### src/rtl/game_controller.sv
// game_controller: serve/play/pause/point/game-over sequencing for a two-player ball game
// Ports:
//   clk, reset              system clock, synchronous active-high reset
//   tick                    ball-move strobe, sole time base for the serve/point delays
//   start, pause            level buttons, acted on at their rising edges
//   ball_center_col         ball centre column from the ball mover
//   ball_enable, ball_reset ball mover run enable and one-cycle re-centre pulse
//   serve_dir               initial ball direction, 1 = right
//   l_score, r_score        player scores
//   game_over, winner       end-of-game flag and winning side, 1 = right
//   state                   encoded FSM state for debug
module game_controller #(
    parameter int DISP_COLS   = 800,
    parameter int B_WIDTH     = 6,
    parameter int WIN_SCORE   = 7,
    parameter int SERVE_DELAY = 60,
    parameter int POINT_DELAY = 120
) (
    input  logic        clk,
    input  logic        reset,
    input  logic        tick,
    input  logic        start,
    input  logic        pause,
    input  logic [11:0] ball_center_col,
    output logic        ball_enable,
    output logic        ball_reset,
    output logic        serve_dir,
    output logic [3:0]  l_score,
    output logic [3:0]  r_score,
    output logic        game_over,
    output logic        winner,
    output logic [2:0]  state
);
    localparam logic [2:0] IDLE = 3'd0, SERVE = 3'd1, PLAY = 3'd2, PAUSE = 3'd3, POINT = 3'd4, GAME_OVER = 3'd5;
    localparam int MAXD = (SERVE_DELAY > POINT_DELAY) ? SERVE_DELAY : POINT_DELAY;
    localparam int CW = $clog2(MAXD + 1);
    typedef logic [CW:0] cnt_ext_t;
    logic [2:0] next_state;
    logic [CW-1:0] cnt;
    logic start_q, pause_q, start_edge, pause_edge;
    logic l_miss, r_miss, serve_done, point_done, win;
    assign start_edge = start & ~start_q;
    assign pause_edge = pause & ~pause_q;
    assign l_miss = ball_center_col <= 12'(2 + B_WIDTH / 2);
    assign r_miss = ({1'b0, ball_center_col} + 13'(B_WIDTH / 2)) >= 13'(DISP_COLS - 2);
    // The current cycle's tick is included so the delay ends on the qualifying tick itself
    assign serve_done = (cnt_ext_t'(cnt) + cnt_ext_t'(tick)) >= cnt_ext_t'(SERVE_DELAY);
    assign point_done = (cnt_ext_t'(cnt) + cnt_ext_t'(tick)) >= cnt_ext_t'(POINT_DELAY);
    assign win = (l_score == 4'(WIN_SCORE)) || (r_score == 4'(WIN_SCORE));
    always_ff @(posedge clk) begin
        if (reset) state <= IDLE;
        else state <= next_state;
    end
    always_comb begin
        next_state = state;
        case (state)
            IDLE:      next_state = start_edge ? SERVE : IDLE;
            SERVE:     next_state = serve_done ? PLAY : SERVE;
            PLAY:      next_state = (l_miss || r_miss) ? POINT : pause_edge ? PAUSE : PLAY;
            PAUSE:     next_state = pause_edge ? PLAY : PAUSE;
            POINT:     next_state = point_done ? (win ? GAME_OVER : SERVE) : POINT;
            GAME_OVER: next_state = start_edge ? SERVE : GAME_OVER;
            default:   next_state = IDLE;
        endcase
    end
    always_comb begin
        ball_enable = state == PLAY;
        game_over   = state == GAME_OVER;
        winner      = game_over && (r_score == 4'(WIN_SCORE));
    end
    // Button samplers follow the pins even during reset, so a button held
    // through reset reads as already pressed and yields no edge on release of reset.
    always_ff @(posedge clk) begin
        start_q <= start;
        pause_q <= pause;
    end
    always_ff @(posedge clk) begin
        if (reset) begin
            cnt        <= '0;
            l_score    <= '0;
            r_score    <= '0;
            serve_dir  <= 1'b1;
            ball_reset <= 1'b0;
        end else begin
            ball_reset <= (next_state == SERVE) && (state != SERVE);
            // On any state change the counter restarts, keeping a coincident tick for the new state
            cnt <= (next_state != state) ? CW'(tick)
                 : (tick && (state == SERVE || state == POINT)) ? cnt + CW'(1) : cnt;
            if ((state == IDLE || state == GAME_OVER) && start_edge) begin
                l_score   <= '0;
                r_score   <= '0;
                serve_dir <= 1'b1;
            end else if (state == PLAY && l_miss) begin
                r_score   <= (r_score < 4'(WIN_SCORE)) ? r_score + 4'd1 : r_score;
                serve_dir <= 1'b0;
            end else if (state == PLAY && r_miss) begin
                l_score   <= (l_score < 4'(WIN_SCORE)) ? l_score + 4'd1 : l_score;
                serve_dir <= 1'b1;
            end
        end
    end
endmodule

### config.mk
export PLATFORM = sky130hd
export DESIGN_NAME = game_controller
export DESIGN_NICKNAME = d
export VERILOG_FILES = /design/src/rtl/game_controller.sv
export SDC_FILE = /design/constraint.sdc
export NUM_CORES = 1
export LEC_CHECK = 0
export BUFFER_PORTS_ARGS = -buffer_cell sky130_fd_sc_hd__buf_2
export CORE_MARGIN = 3
export CORE_UTILIZATION = 45
export CTS_CLUSTER_DIAMETER = 80
export CTS_CLUSTER_SIZE = 28
export DETAILED_ROUTE_END_ITERATION = 8
export GPL_TIMING_DRIVEN = 1
export PLACE_DENSITY_LB_ADDON = 0.15
export RECOVER_POWER = 25
export SYNTH_ARGS = -nofsm -noshare
export SYNTH_HDL_FRONTEND = slang
export SYNTH_SLANG_ARGS = --single-unit
### constraint.sdc
create_clock -name clk -period 4.6 [get_ports clk]
set_clock_uncertainty 0.15 [all_clocks]
set_input_delay 0 -clock clk [delete_from_list [all_inputs] [get_ports clk]]
set_output_delay 0 -clock clk [all_outputs]
set_load 0.03 [all_outputs]
==> reports/metrics.csv <==
stage;metric;value;unit
status;outcome;completed;
pwr;pwr_density_cell;202;nW/um2
flow_run;cap_violations;0;
setup_path;crit_path_end_kind;flop;
setup_path;start_kind;flop;
cts;htree_levels;1;
placed_design;hpwl;2680;um
floorplanning;coreArea;3100;um2
cells_and_area;area_growth;18.4;%
synth;synth_nets;209;
sta;period_minus_slack;2.62;ns
route;drt-total-wl;3350;um
floorplanning;die_x;63.5;um
sta;setup_slack;1.98;ns
global_routing;grt_antenna_before_repair;0;
cells_and_area;diodes;0;
sta;worstMarginPinSlew;0.653;ns
global_routing;use_met1;21.5;%
min_path;hp-class;in -> reg;
sta;finalSetupTns;0;ns
sta;maxSlewHeadroom;56.4;%
cts;post_cts_buffers;0;
synth;synthArstFlopShare;0;%
sta;rsz0062_at_grt;false;
pwr;peakVddDrop;0.000129;V
floorplanning;die_h;63.5;um
pwr;power;0.356;mW
synth;syn_avg_cell_area;8.09;um2
setup_path;crit_type;reg -> reg;
synth;yosysTopAreaCell;dfxtp_1;
global_routing;grt_pass1_vias;1394;
route;vias_per_cell;5.43;
synth;post-synth-top-count-cell;nor2_1;
synth;ys_warn_count;0;
placed_design;dp_cells;256;
sta;period_share;56.9;%
cells_and_area;postLayoutCoreUtil;56.8;%
global_routing;grt_busiest_layer;met2;
global_routing;grt_max_degree;15;
synth;ys_seq_area_share;29.6;%
cts;tritoncts;yes;
route;wl_per_cell;12.6;um
synth;synth_area;1490;um2
placed_design;io_buffers;32;
setup_path;arrival;2.71;ns
global_routing;grt_first_pass_wirelength;5940;um
global_routing;grt_use_met2;30.8;%
route;ant_nets;0;
cts;cts_hold_buf;5;
sta;setup_viol;0;
floorplanning;rows;20;
cts;cts_buffers;3;
synth;ys.flop_type;dfxtp_1;
cells_and_area;final_net_count;247;
synth;yosysUniqueCellTypes;50;
cells_and_area;n_fill_cell;314;
route;first_iter_violations;86;
synth;ys_seq_elements;22;
route;vias;1440;
cts;insertion_delay;0.30;ns
floorplanning;initial_utilization;47.9;%
global_routing;grtUsageTotal;17.7;%
cells_and_area;drive_gt1_share;15.8;%
floorplanning;die_area;4030;um2
synth;synth_edf_count;0;
sta;maxSlewViolCount;0;
placed_design;pre_cts_ws;2.01;ns
global_routing;use_met3;3.39;%
synth;netlist_instances;184;
sta;fmax;382;MHz
floorplanning;pin_count;33;
route;drtPass1Iterations;5;
placed_design;place_congestion;0.865;
pwr;leakagePower;0.697;nW
cts;cts_root_buffer;clkbuf_4;
cts;cts_resized;0;
cts;clockBufferDepth;2;
global_routing;overflow;0;
synth;synth.area.top_cells;dfxtp_1 (30%), ha_1 (6.7%), nor2_1 (6.6%);
route;drc;0;
synth;ys_top_cells_by_count;nor2_1 (26), dfxtp_1 (22), nand2_1 (19);
synth;synth_top_area_share;29.6;%
setup_path;crit_fanout;6;
cts;clkSinkCount;22;
sta;hold_viol_final;0;
setup_path;cp.required;4.69;ns
cells_and_area;stdcell_count;265;
cts;clkTransAtPathRegs;0.12;ns
worst max-delay path: stages (launching register included):
cell       delay, ns
dfxtp_1         0.41
ha_1            0.22
ha_1            0.25
nand3_1         0.10
o31ai_1         0.20
a2bb2oi_1       0.14
o2111a_1        0.18
a2111oi_2       0.43
nand4_1         0.31
nor2_1          0.17
layout by cell type (no fill, tap or decap), types with 3 or more instances in the layout:
| master | synthesis | routed |
|---|---|---|
| a31oi_1 | 3 | 3 |
| dlygate4sd3_1 | 0 | 5 |
| nand2b_1 | 5 | 5 |
| nor2b_1 | 3 | 3 |
| inv_1 | 10 | 10 |
| nand2_1 | 19 | 19 |
| clkbuf_1 | 2 | 8 |
| nand4_1 | 4 | 4 |
| nand3b_1 | 4 | 4 |
| mux2i_1 | 4 | 4 |
| and2_1 | 3 | 3 |
| dfxtp_1 | 22 | 22 |
| buf_2 | 1 | 24 |
| a211oi_1 | 4 | 4 |
| ha_1 | 8 | 8 |
| clkbuf_4 | 0 | 3 |
| a21oi_1 | 9 | 9 |
| nor4_1 | 3 | 3 |
| xnor2_1 | 6 | 6 |
| xor2_1 | 4 | 4 |
| nor2_1 | 26 | 26 |
metrics by stage:
| step | area [um2] | hold WS (ns) |
|---|---|---|
| final | 1760 | 0.0518 |
| after global routing | 1760 | 0.0957 |
| after CTS | 1770 | 0.0489 |
| after detailed placement | 1690 | -0.0348 |
| after global placement | 1690 | -0.0365 |
| after floorplan | 1490 | -0.122 |
path summary, 6_finish.rpt:
| check | from | end | slack [ns] | depth (start not counted) |
|---|---|---|---|---|
| hold / removal | ball_center_col[10] | serve_dir | 0.05 | 5 |
| setup / recovery | cnt[0] | cnt[4] | 1.98 | 9 |
| hold reg to reg | l_score[2] | l_score[2] | 0.34 | 2 |
| setup reg to reg | cnt[0] | cnt[4] | 1.98 | 9 |
layout make-up:
type / instances / area (um2) / share of cell area, %
Timing Repair Buffer: 37 / 200 / 11.4
Inverter: 10 / 37.5 / 2.13
Tap cell: 44 / 55.1 / 3.12
Sequential cell: 22 / 440 / 25.0
Clock buffer: 4 / 36.3 / 2.06
Multi-Input combinational cell: 148 / 992 / 56.3
metal layers:
metal  part of all wire, %  routed length [um]  vias up
li1                      -                   -      745
met5                     0                   0        -
met2                    48                1620       41
met1                    46                1540      652
met3                   5.1                 172        2
met4                  0.57                  19        0
kinds of logic (layout without fill, tap and decap cells):
group | count (synthesis) | count (layout) | share of synthesized area [%]
simple gates | 84 | 84 | 29.9
compound gates | 42 | 42 | 21.5
mux | 4 | 4 | 2.69
buf+inv | 14 | 51 | 3.70
flops | 22 | 22 | 29.6
xor+xnor | 10 | 10 | 5.89
fa+ha+maj | 8 | 8 | 6.73
registers in the layout, indices dropped and copies added, names as in the netlist:
register    count
pause_q         1
l_score         4
r_score         4
serve_dir       1
ball_reset      1
start_q         1
state           3
cnt             7
power by group:
| group | switching (mW) | total [mW] | internal (mW) | leakage (nW) |
|---|---|---|---|---|
| Clock | 0.0559 | 0.104 | 0.0483 | 0.0210 |
| Combinational | 0.0309 | 0.0540 | 0.0231 | 0.497 |
| Sequential | 0.00385 | 0.198 | 0.194 | 0.179 |
| Total | 0.0906 | 0.356 | 0.265 | 0.697 |
No activity file was read; power rests on OpenSTA's default activity.
